===== config.mk =====
export PLATFORM = sky130hd
export DESIGN_NAME = temp_window_stats
export DESIGN_NICKNAME = d
export VERILOG_FILES = /design/src/rtl/temp_stats_pkg.sv /design/src/rtl/seq_divider.sv /design/src/rtl/temp_window_stats.sv
export SDC_FILE = /design/constraint.sdc
export NUM_CORES = 1
export LEC_CHECK = 0
export ABC_AREA = 1
export CAP_MARGIN = 5
export CORE_ASPECT_RATIO = 1.25
export CORE_UTILIZATION = 40
export CTS_CLUSTER_SIZE = 16
export DETAILED_ROUTE_END_ITERATION = 8
export SYNTH_ARGS = -nofsm -noshare
export SYNTH_HDL_FRONTEND = slang
export SYNTH_SLANG_ARGS = --single-unit
export TNS_END_PERCENT = 1

===== constraint.sdc =====
create_clock -name clk -period 4.85 [get_ports clk]
set_input_delay 0.485 -clock clk [delete_from_list [all_inputs] [get_ports clk]]
set_output_delay 0.485 -clock clk [all_outputs]
set_load 0.02 [all_outputs]

===== src/rtl/temp_stats_pkg.sv =====
// temp_stats_pkg
// Shared definitions for the windowed temperature statistics block:
//   TEMP_W       - width of one Fahrenheit reading
//   state_e      - sequencing states of the statistics engine
//   TREND_*      - encodings driven on the trend output
//   trend_of()   - classifies a new reading against the previous one
package temp_stats_pkg;

   localparam int TEMP_W = 8;

   typedef enum logic [1:0] {
      IDLE = 2'd0,
      SCAN = 2'd1,
      DIV  = 2'd2,
      DONE = 2'd3
   } state_e;

   localparam logic [1:0] TREND_STEADY = 2'b00;
   localparam logic [1:0] TREND_RISE   = 2'b01;
   localparam logic [1:0] TREND_FALL   = 2'b10;

   // Equal readings count as steady so that a flat signal never toggles trend.
   function automatic logic [1:0] trend_of(input logic [TEMP_W-1:0] cur,
                                           input logic [TEMP_W-1:0] prev);
      if (cur > prev) begin
         return TREND_RISE;
      end else if (cur < prev) begin
         return TREND_FALL;
      end
      return TREND_STEADY;
   endfunction

endpackage


===== src/rtl/seq_divider.sv =====
// seq_divider
// Restoring unsigned divider producing one quotient bit per clock.
// Ports:
//   clk, rst  - clock, synchronous active-high reset
//   start     - load dividend/divisor and begin (one-cycle pulse)
//   dividend  - DW-bit numerator
//   divisor   - VW-bit denominator (non-zero in normal use)
//   busy      - iterations in progress
//   done      - one-cycle pulse; quotient valid from this cycle until next start
//   quotient  - DW-bit truncated quotient
module seq_divider #(
   parameter int DW = 12,
   parameter int VW = 5
) (
   input  logic          clk,
   input  logic          rst,
   input  logic          start,
   input  logic [DW-1:0] dividend,
   input  logic [VW-1:0] divisor,
   output logic          busy,
   output logic          done,
   output logic [DW-1:0] quotient
);

   localparam int CW = $clog2(DW + 1);

   logic [DW-1:0] dq_q, dq_d;
   logic [VW-1:0] rem_q, rem_d;
   logic [VW-1:0] dvs_q, dvs_d;
   logic [CW-1:0] iter_q, iter_d;
   logic          busy_q, busy_d;
   logic          done_q, done_d;
   logic [VW:0]   shifted;

   // One restoring step per cycle: the dividend register shifts out its MSB into
   // the partial remainder and shifts the new quotient bit in at the bottom, so
   // after DW steps it holds the quotient. The remainder always stays below the
   // divisor, which is why VW bits are enough once the trial subtraction is done.
   always_comb begin
      dq_d    = dq_q;
      rem_d   = rem_q;
      dvs_d   = dvs_q;
      iter_d  = iter_q;
      busy_d  = busy_q;
      done_d  = 1'b0;
      shifted = '0;
      if (start) begin
         dq_d   = dividend;
         rem_d  = '0;
         dvs_d  = divisor;
         iter_d = CW'(DW);
         busy_d = 1'b1;
      end else if (busy_q) begin
         shifted = {rem_q, dq_q[DW-1]};
         if (shifted >= {1'b0, dvs_q}) begin
            rem_d = VW'(shifted - {1'b0, dvs_q});
            dq_d  = {dq_q[DW-2:0], 1'b1};
         end else begin
            rem_d = shifted[VW-1:0];
            dq_d  = {dq_q[DW-2:0], 1'b0};
         end
         iter_d = iter_q - CW'(1);
         if (iter_q == CW'(1)) begin
            busy_d = 1'b0;
            done_d = 1'b1;
         end
      end
   end

   // Divider state register.
   always_ff @(posedge clk) begin
      if (rst) begin
         dq_q   <= '0;
         rem_q  <= '0;
         dvs_q  <= '0;
         iter_q <= '0;
         busy_q <= 1'b0;
         done_q <= 1'b0;
      end else begin
         dq_q   <= dq_d;
         rem_q  <= rem_d;
         dvs_q  <= dvs_d;
         iter_q <= iter_d;
         busy_q <= busy_d;
         done_q <= done_d;
      end
   end

   assign busy     = busy_q;
   assign done     = done_q;
   assign quotient = dq_q;

endmodule


===== src/rtl/temp_window_stats.sv =====
// temp_window_stats
// Samples an 8-bit Fahrenheit reading once per SAMPLE_DIV clocks into a circular
// history of DEPTH entries, then rescans the filled entries for min/max and
// divides the running sum by the fill count for a truncated average. Results are
// published together so consumers never see a mixed set.
// Ports:
//   clk, rst        - 100 MHz clock, synchronous active-high reset
//   new_temp        - current reading (unsigned degF)
//   new_temp_valid  - new_temp is usable; a tick with this low skips the sample
//   avg_temp        - truncated mean of filled entries
//   max_temp        - maximum of filled entries
//   min_temp        - minimum of filled entries
//   count           - filled entries, 0..DEPTH
//   stats_valid     - set by the first publication
//   trend           - 01 rising, 10 falling, 00 steady/unknown
// Build option: define TEMP_STATS_TREND_EN to enable the trend output;
// otherwise trend is tied to steady.
module temp_window_stats
   import temp_stats_pkg::*;
#(
   parameter int DEPTH      = 16,
   parameter int SAMPLE_DIV = 100_000_000
) (
   input  logic                     clk,
   input  logic                     rst,
   input  logic [TEMP_W-1:0]        new_temp,
   input  logic                     new_temp_valid,
   output logic [TEMP_W-1:0]        avg_temp,
   output logic [TEMP_W-1:0]        max_temp,
   output logic [TEMP_W-1:0]        min_temp,
   output logic [$clog2(DEPTH):0]   count,
   output logic                     stats_valid,
   output logic [1:0]               trend
);

   localparam int AW   = $clog2(DEPTH);
   localparam int CW   = AW + 1;
   localparam int SUMW = TEMP_W + AW;
   localparam int TW   = $clog2(SAMPLE_DIV);

   // The tick spacing must leave room for the longest scan+divide sequence so a
   // tick never lands while the engine is busy.
   if (SAMPLE_DIV < 2 * DEPTH + 32) begin : g_bad_sample_div
      $error("temp_window_stats: SAMPLE_DIV must be at least 2*DEPTH+32");
   end
   if (DEPTH < 2 || DEPTH > 256 || (DEPTH & (DEPTH - 1)) != 0) begin : g_bad_depth
      $error("temp_window_stats: DEPTH must be a power of two in 2..256");
   end

   logic [TW-1:0]     tick_cnt_q, tick_cnt_d;
   logic              tick;
   logic              accept;
   state_e            state_q, state_d;
   logic [AW-1:0]     wptr_q, wptr_d;
   logic [CW-1:0]     count_q, count_d;
   logic [SUMW-1:0]   sum_q, sum_d;
   logic [CW-1:0]     scan_q, scan_d;
   logic [TEMP_W-1:0] run_min_q, run_min_d;
   logic [TEMP_W-1:0] run_max_q, run_max_d;
   logic [TEMP_W-1:0] avg_q, avg_d;
   logic [TEMP_W-1:0] min_q, min_d;
   logic [TEMP_W-1:0] max_q, max_d;
   logic              valid_q, valid_d;
   logic [TEMP_W-1:0] hist_mem [DEPTH];
   logic [TEMP_W-1:0] rd_data_q;
   logic [TEMP_W-1:0] evict_val;
   logic              full;
   logic              div_start;
   logic              div_busy;
   logic              div_done;
   logic [SUMW-1:0]   div_quot;

   assign tick      = (tick_cnt_q == TW'(SAMPLE_DIV - 1));
   assign accept    = tick && (state_q == IDLE) && new_temp_valid;
   assign full      = (count_q == CW'(DEPTH));
   assign evict_val = full ? hist_mem[wptr_q] : '0;

   // Sample-side bookkeeping. Once the buffer is full the entry about to be
   // overwritten is subtracted from the sum, so the sum always matches the
   // window contents without ever re-adding the whole buffer.
   always_comb begin
      tick_cnt_d = tick ? '0 : tick_cnt_q + TW'(1);
      wptr_d     = wptr_q;
      count_d    = count_q;
      sum_d      = sum_q;
      if (accept) begin
         wptr_d  = wptr_q + AW'(1);
         count_d = full ? count_q : count_q + CW'(1);
         sum_d   = sum_q + SUMW'(new_temp) - SUMW'(evict_val);
      end
   end

   // Statistics engine. SCAN issues one registered read per cycle; the data for
   // address n arrives while scan_q is n+1, hence the extra SCAN cycle and the
   // seeding of min/max on scan_q == 1. Entries fill from index 0 after reset,
   // so indices 0..count-1 are exactly the filled entries. Published outputs
   // only change when leaving DONE.
   always_comb begin
      state_d   = state_q;
      scan_d    = scan_q;
      run_min_d = run_min_q;
      run_max_d = run_max_q;
      avg_d     = avg_q;
      min_d     = min_q;
      max_d     = max_q;
      valid_d   = valid_q;
      div_start = 1'b0;
      case (state_q)
         IDLE: begin
            if (accept) begin
               state_d = SCAN;
               scan_d  = '0;
            end
         end
         SCAN: begin
            scan_d = scan_q + CW'(1);
            if (scan_q == CW'(1)) begin
               run_min_d = rd_data_q;
               run_max_d = rd_data_q;
            end else if (scan_q > CW'(1)) begin
               if (rd_data_q < run_min_q) begin
                  run_min_d = rd_data_q;
               end
               if (rd_data_q > run_max_q) begin
                  run_max_d = rd_data_q;
               end
            end
            if (scan_q == count_q) begin
               div_start = 1'b1;
               state_d   = DIV;
            end
         end
         DIV: begin
            if (div_done && !div_busy) begin
               state_d = DONE;
            end
         end
         DONE: begin
            avg_d   = (|div_quot[SUMW-1:TEMP_W]) ? '1 : div_quot[TEMP_W-1:0];
            min_d   = run_min_q;
            max_d   = run_max_q;
            valid_d = 1'b1;
            state_d = IDLE;
         end
         default: begin
            state_d = IDLE;
         end
      endcase
   end

   // History storage is left out of reset: count masks stale contents, and a
   // reset-free array with a registered read maps onto block RAM.
   always_ff @(posedge clk) begin
      if (accept) begin
         hist_mem[wptr_q] <= new_temp;
      end
      rd_data_q <= hist_mem[scan_q[AW-1:0]];
   end

   // Control and result registers; reset discards any in-flight computation.
   always_ff @(posedge clk) begin
      if (rst) begin
         tick_cnt_q <= '0;
         state_q    <= IDLE;
         wptr_q     <= '0;
         count_q    <= '0;
         sum_q      <= '0;
         scan_q     <= '0;
         run_min_q  <= '0;
         run_max_q  <= '0;
         avg_q      <= '0;
         min_q      <= '0;
         max_q      <= '0;
         valid_q    <= 1'b0;
      end else begin
         tick_cnt_q <= tick_cnt_d;
         state_q    <= state_d;
         wptr_q     <= wptr_d;
         count_q    <= count_d;
         sum_q      <= sum_d;
         scan_q     <= scan_d;
         run_min_q  <= run_min_d;
         run_max_q  <= run_max_d;
         avg_q      <= avg_d;
         min_q      <= min_d;
         max_q      <= max_d;
         valid_q    <= valid_d;
      end
   end

   seq_divider #(
      .DW(SUMW),
      .VW(CW)
   ) u_div (
      .clk      (clk),
      .rst      (rst),
      .start    (div_start),
      .dividend (sum_q),
      .divisor  (count_q),
      .busy     (div_busy),
      .done     (div_done),
      .quotient (div_quot)
   );

`ifdef TEMP_STATS_TREND_EN
   logic [TEMP_W-1:0] prev_q, prev_d;
   logic              have_prev_q, have_prev_d;
   logic [1:0]        trend_q, trend_d;

   // Trend compares each accepted sample with the previous accepted one; the
   // first sample after reset has nothing to compare against and reads steady.
   always_comb begin
      prev_d      = prev_q;
      have_prev_d = have_prev_q;
      trend_d     = trend_q;
      if (accept) begin
         prev_d      = new_temp;
         have_prev_d = 1'b1;
         trend_d     = have_prev_q ? trend_of(new_temp, prev_q) : TREND_STEADY;
      end
   end

   // Trend state register.
   always_ff @(posedge clk) begin
      if (rst) begin
         prev_q      <= '0;
         have_prev_q <= 1'b0;
         trend_q     <= TREND_STEADY;
      end else begin
         prev_q      <= prev_d;
         have_prev_q <= have_prev_d;
         trend_q     <= trend_d;
      end
   end

   assign trend = trend_q;
`else
   assign trend = TREND_STEADY;
`endif

   assign avg_temp    = avg_q;
   assign max_temp    = max_q;
   assign min_temp    = min_q;
   assign count       = count_q;
   assign stats_valid = valid_q;

endmodule


# Word level (Yosys, flattened, before mapping)
# Memory sizes are Yosys's and may differ from the RTL's. A register that Yosys moved wholly into a read port is not among the register bits.
# Index checks and enable logic that the tools add are counted.
# op_classes
n_addsub	8
mul	0
div	0
order_cmp	4
eq_ne	11
n_shift	0
mux	30
bitwise_logic	2
reduce_logical	19
# op_table
cell	n
8-bit 2-to-1 mux	8
27-bit by 1-bit adder with 27-bit output (second input constant)	1
27-bit equality test (second input constant)	1
12-bit 2-to-1 mux	2
4-bit 2-to-1 mux	4
12-bit by 8-bit adder with 12-bit output	1
12-bit by 8-bit subtractor with 12-bit output	1
5-bit by 1-bit adder with 5-bit output (second input constant)	2
5-bit 2-to-1 mux	2
5-bit one-hot mux with 2 select lines	1
2-bit nonzero test	5
1-bit 2-to-1 mux	9
3-bit AND reduction	3
8-bit greater-than comparator	1
8-bit less-than comparator	1
2-bit one-hot mux with 4 select lines	1
6-bit by 5-bit >= comparator with 1-bit output	1
2-bit 2-to-1 mux	3
2-bit inequality test (second input constant)	3
5-bit by 1-bit equality test with 1-bit output (second input constant)	1
5-bit equality test	1
5-bit equality test (second input constant)	1
5-bit by 1-bit greater-than comparator with 1-bit output (second input constant)	1
5-bit subtractor	1
other kinds (13)	19
# word_totals
ff_bits	124
latchBits	0
mem_bits_rw	128
romBits	0
inputBits	11
word_cells	94
memories	1
# memory_table
name	words	width	read_ports	rd_ports_with_merged_regs	wr	line	text
hist_mem	16	8	2	2	1	temp_window_stats.sv:64	logic [TEMP_W-1:0] hist_mem [DEPTH];

# Longest topological paths before layout
# logic_depth
word_depth	5
depth_mapped	21
mapped_depth_nobuf	19

# Cells and area by module
# From an unflattened synthesis, not the netlist that was laid out.
# hier_totals
hier_cells	1702
hier_area_um2	13837.0
# by_module_without_submodules
mod	n_inst	cells_per_inst	area_each_um2
temp_window_stats	1	1488	12361.9
seq_divider	1	214	1475.2

# Worst setup path before layout
# OpenSTA, ideal clock, no wires.
# synth_timing
path_kind	reg2reg
from	reg count_q[0] (netlist: count[0])
to	reg sum_q[10]
setup_ns	0.117
t_arrival_ns	2.888
required_time_ns	4.733
setup_slack_ns	1.845
path_stages_with_launch	17
path_buffers	1
path_cell_list	dfxtp_1 -> inv_1 -> ha_1 -> nand4_1 -> clkbuf_1 -> a21oi_1 -> fa_1 -> inv_1 -> ha_1 -> a21oi_1 -> nor2_1 -> o21ai_0 -> nand3_1 -> nand2_1 -> nand2_1 -> nor2_1 -> nor2_1
# synth_via
elab_chain_cells	3
# synth_lines
item	line	text
start: declaration	temp_window_stats.sv:55	logic [CW-1:0] count_q, count_d;
start signal: assignment	temp_window_stats.sv:179	count_q <= count_d;
5-bit equality test	temp_window_stats.sv:75	assign full = (count_q == CW'(DEPTH));
8-bit 2-to-1 mux	temp_window_stats.sv:76	assign evict_val = full ? hist_mem[wptr_q] : '0;
12-bit by 8-bit subtractor with 12-bit output	temp_window_stats.sv:89	sum_d = sum_q + SUMW'(new_temp) - SUMW'(evict_val);
end signal: assignment	temp_window_stats.sv:180	sum_q <= sum_d;
end: declaration	temp_window_stats.sv:56	logic [SUMW-1:0] sum_q, sum_d;
# No other way between the ends.
# A chain may end at the register's enable or synchronous reset.

==> run metrics <==
switching part of the total=20.8%; drt first pass iters=6; initial antenna violation count=0; CTS buffer count=29; commonest cells in the netlist=nand2_1 (265), inv_1 (195), nor2_1 (190); worst-path fanout max=around 110; Yosys top cell area share=28.1%; Slew HR=a little under 30%; final setup violation count=0; vias in the first global route=10800; CORE AREA=roughly 34000 um^2; Max-Cap Viols=0; Slew Limit Fails=0; row cnt=75; flops & latches, synth=around 260; synth warn=0; reg2reg path depth=17; post-cts sizing count=0; Internal=about 0.0038 W; 1st-iter DRT viols=1112; Post-synth EDFFs=between 100 and 150; Final Hold Slack=448 ps; Root Driver=clkbuf_16; post-placement cell count=approximately 2100; Synth area leaders=edfxtp_1 (28%), dfxtp_1 (20%), nand2_1 (7.3%), o21ai_0 (6.6%), a21oi_1 (6.5%); chip height=209 um; Port Buffers=40; Post-Synthesis Mean Instance Area=8.06 um^2; combinational share of power=2.6%; via count=roughly 11000; total negative slack=0 ps; Sink Count=between 200 and 300; Setup WS pre-CTS=roughly 1200 ps; clk_skew=23.0 ps; routability cong.=approximately 0.85; fin crit period=3750 ps; Post-DP HPWL=between 20 and 25 mm; CTS clk-pin slew, worst paths=60 ps; outcome=finished clean; asr flop ratio synth=0%; # DRC=0; Die ar.=approximately 35000 um^2; CTS tree=yes; FILL cells=around 3300; ANT cells=0; clock latency on the worst-skew pair=a little under 600 ps; PnR worst setup slack=approximately 1100 ps; cts hold-fix bufs=0; sequential fraction of the synthesis area=just under 50%; arrival time worst endpoint=approximately 4200 ps; Mapped Cells=between 1500 and 2000; post-CTS setup buffers=0; NetSw=0.00100 W; Worst Path Required=5310 ps; final cell count without fillers=~2100; final hold violation count=0; io pins=43; Hold Path Depth=1; multi-input logic area=approximately 6000 um^2; total grt overflow=0; H-tree Lvls=1; Reg area=about 6600 um^2; clock buffer depth=3; Setup crit end kind=flop; Flop pwr share=around half; Syn Std Cell Area=about 14000 um^2; die width=around 170 um; Pwr Density=between 300 and 400 nW/um^2; synthesis-to-finish area growth=12.7%; fmax=between 200 and 300 MHz; crit path kind=flop to flop; Initial Util=40.7%; Synth cell types=43; Yosys top cell by area=edfxtp_1; crit path launch type=flop; RSZ-0062 raised after global routing=false; Clk pwr share=between 40% and 50%; leakage power=approximately 5.7 nW; Hold Path Class=flop to flop; Main synth FF type=dfxtp_1; first-pass GRT wire length=approximately 58 mm; Max IR drop VDD=roughly 0.26 mV; total track usage=between 20% and 30%; Layout Nets=around 1800; most common cell in the netlist=nand2_1; DRT Wirelength=36.1 mm; share of cells above drive strength 1=under 10%; measured slew at the worst slew-check pin=between 1000 and 1500 ps; period utilization=around 77%; DRT antenna net count=0; DR WL/cell=roughly 17 um; Vias/cell=between 5 and 6; largest net degree at the start of global routing=110
## sequential cells by signal, indices dropped and copies added (netlist names), 8 cells and up, named ones only
signal	flops
run_max_q	8
sum_q	12
hist_mem	128
rd_data_q	8
run_min_q	8
u_div.quotient	12
avg_temp	8
max_temp	8
tick_cnt_q	27
min_temp	8
## cells by family (layout without fill, tap and decap cells)
family                   Yosys count  after routing  synth area share, %
buffers and inverters            285            315                 8.22
AND/OR/NAND/NOR                  646            646                 20.2
XOR/XNOR                          25             25                 1.60
other                              1              2               0.0275
adder cells (fa/ha/maj)           57             57                 5.72
flip-flops                       264            264                 48.1
AO/OA/AOI/OAI                    416            416                 16.2
## per-stage QoR
stage / area, um^2 / utilization [%] / power [W]
4_1_cts: 15400 / 45.8 / 0.00488
6_report: 15400 / 45.8 / 0.00483
3_5_place_dp: 14400 / 42.8 / 0.00251
3_3_place_gp: 14400 / 42.8 / 0.00251
5_1_grt: 15400 / 45.8 / 0.00498
2_1_floorplan: 13700 / - / 0.00246
## worst max-delay path, stage by stage, from the launching register on
cell and delay (ps):
dfxtp_2 320, buf_4 730, a21oi_1 150, o21ai_0 110, o21ai_0 180, o211ai_1 350
a21oi_1 130, ha_1 310, inv_1 40, ha_1 200, fa_1 430, nand3_1 90
nand2_1 110, nand3_1 100, nand2_1 70, xor2_1 140, nor2_1 80, nor2_1 50
## placed cells by master (no fill, tap or decap), drive strengths merged, types with 17 or more instances in the layout
cell type	netlist	final
nand2	268	268
inv	200	201
nor2	195	195
o21ai	182	182
a21oi	178	178
nand3	139	139
dfxtp	136	136
edfxtp	128	128
ha	48	48
o211ai	43	43
clkbuf	50	42
clkdlybuf4s50	0	40
buf	31	17
## worst paths after layout
path	from	to	slack [ps]
max	flop	sum_q[8]$_SDFFE_PP0P_	1100
min	tick_cnt_q[0]$_SDFF_PP0_	tick_cnt_q[0]$_SDFF_PP0_	450
max reg2reg	flop	sum_q[8]$_SDFFE_PP0P_	1100
min reg2reg	tick_cnt_q[0]$_SDFF_PP0_	tick_cnt_q[0]$_SDFF_PP0_	450
## final cells by class
| cell class | count | share of cell area, % |
|---|---|---|
| Multi-Input combinational cell | 1146 | 38.8 |
| Sequential cell | 264 | 42.7 |
| Timing Repair Buffer | 57 | 3.43 |
| Tap cell | 423 | 3.44 |
| Clock inverter | 12 | 1.25 |
| Inverter | 204 | 4.98 |
| Clock buffer | 42 | 5.38 |
## power groups by stage
stage / Combinational [W] / Clock (W) / Sequential [W]
floorplan: 0.0000746 / 0 / 0.00239
global placement: 0.000123 / 0 / 0.00239
detailed placement: 0.000125 / 0 / 0.00239
CTS: 0.000125 / 0.00242 / 0.00234
global route: 0.000140 / 0.00250 / 0.00234
finish: 0.000125 / 0.00237 / 0.00234
## routing by layer
metal / share of wire (%) / up-vias / GRT usage [%] / routed length (um)
li1: - / 5705 / - / -
met1: 44 / 5282 / 27.2 / 15900
met2: 47 / 354 / 34.5 / 16900
met3: 5.5 / 68 / 2.71 / 1980
met4: 3.5 / 0 / 8.51 / 1270
met5: 0 / - / 0 / 0
(Power assumes the default switching activity.)
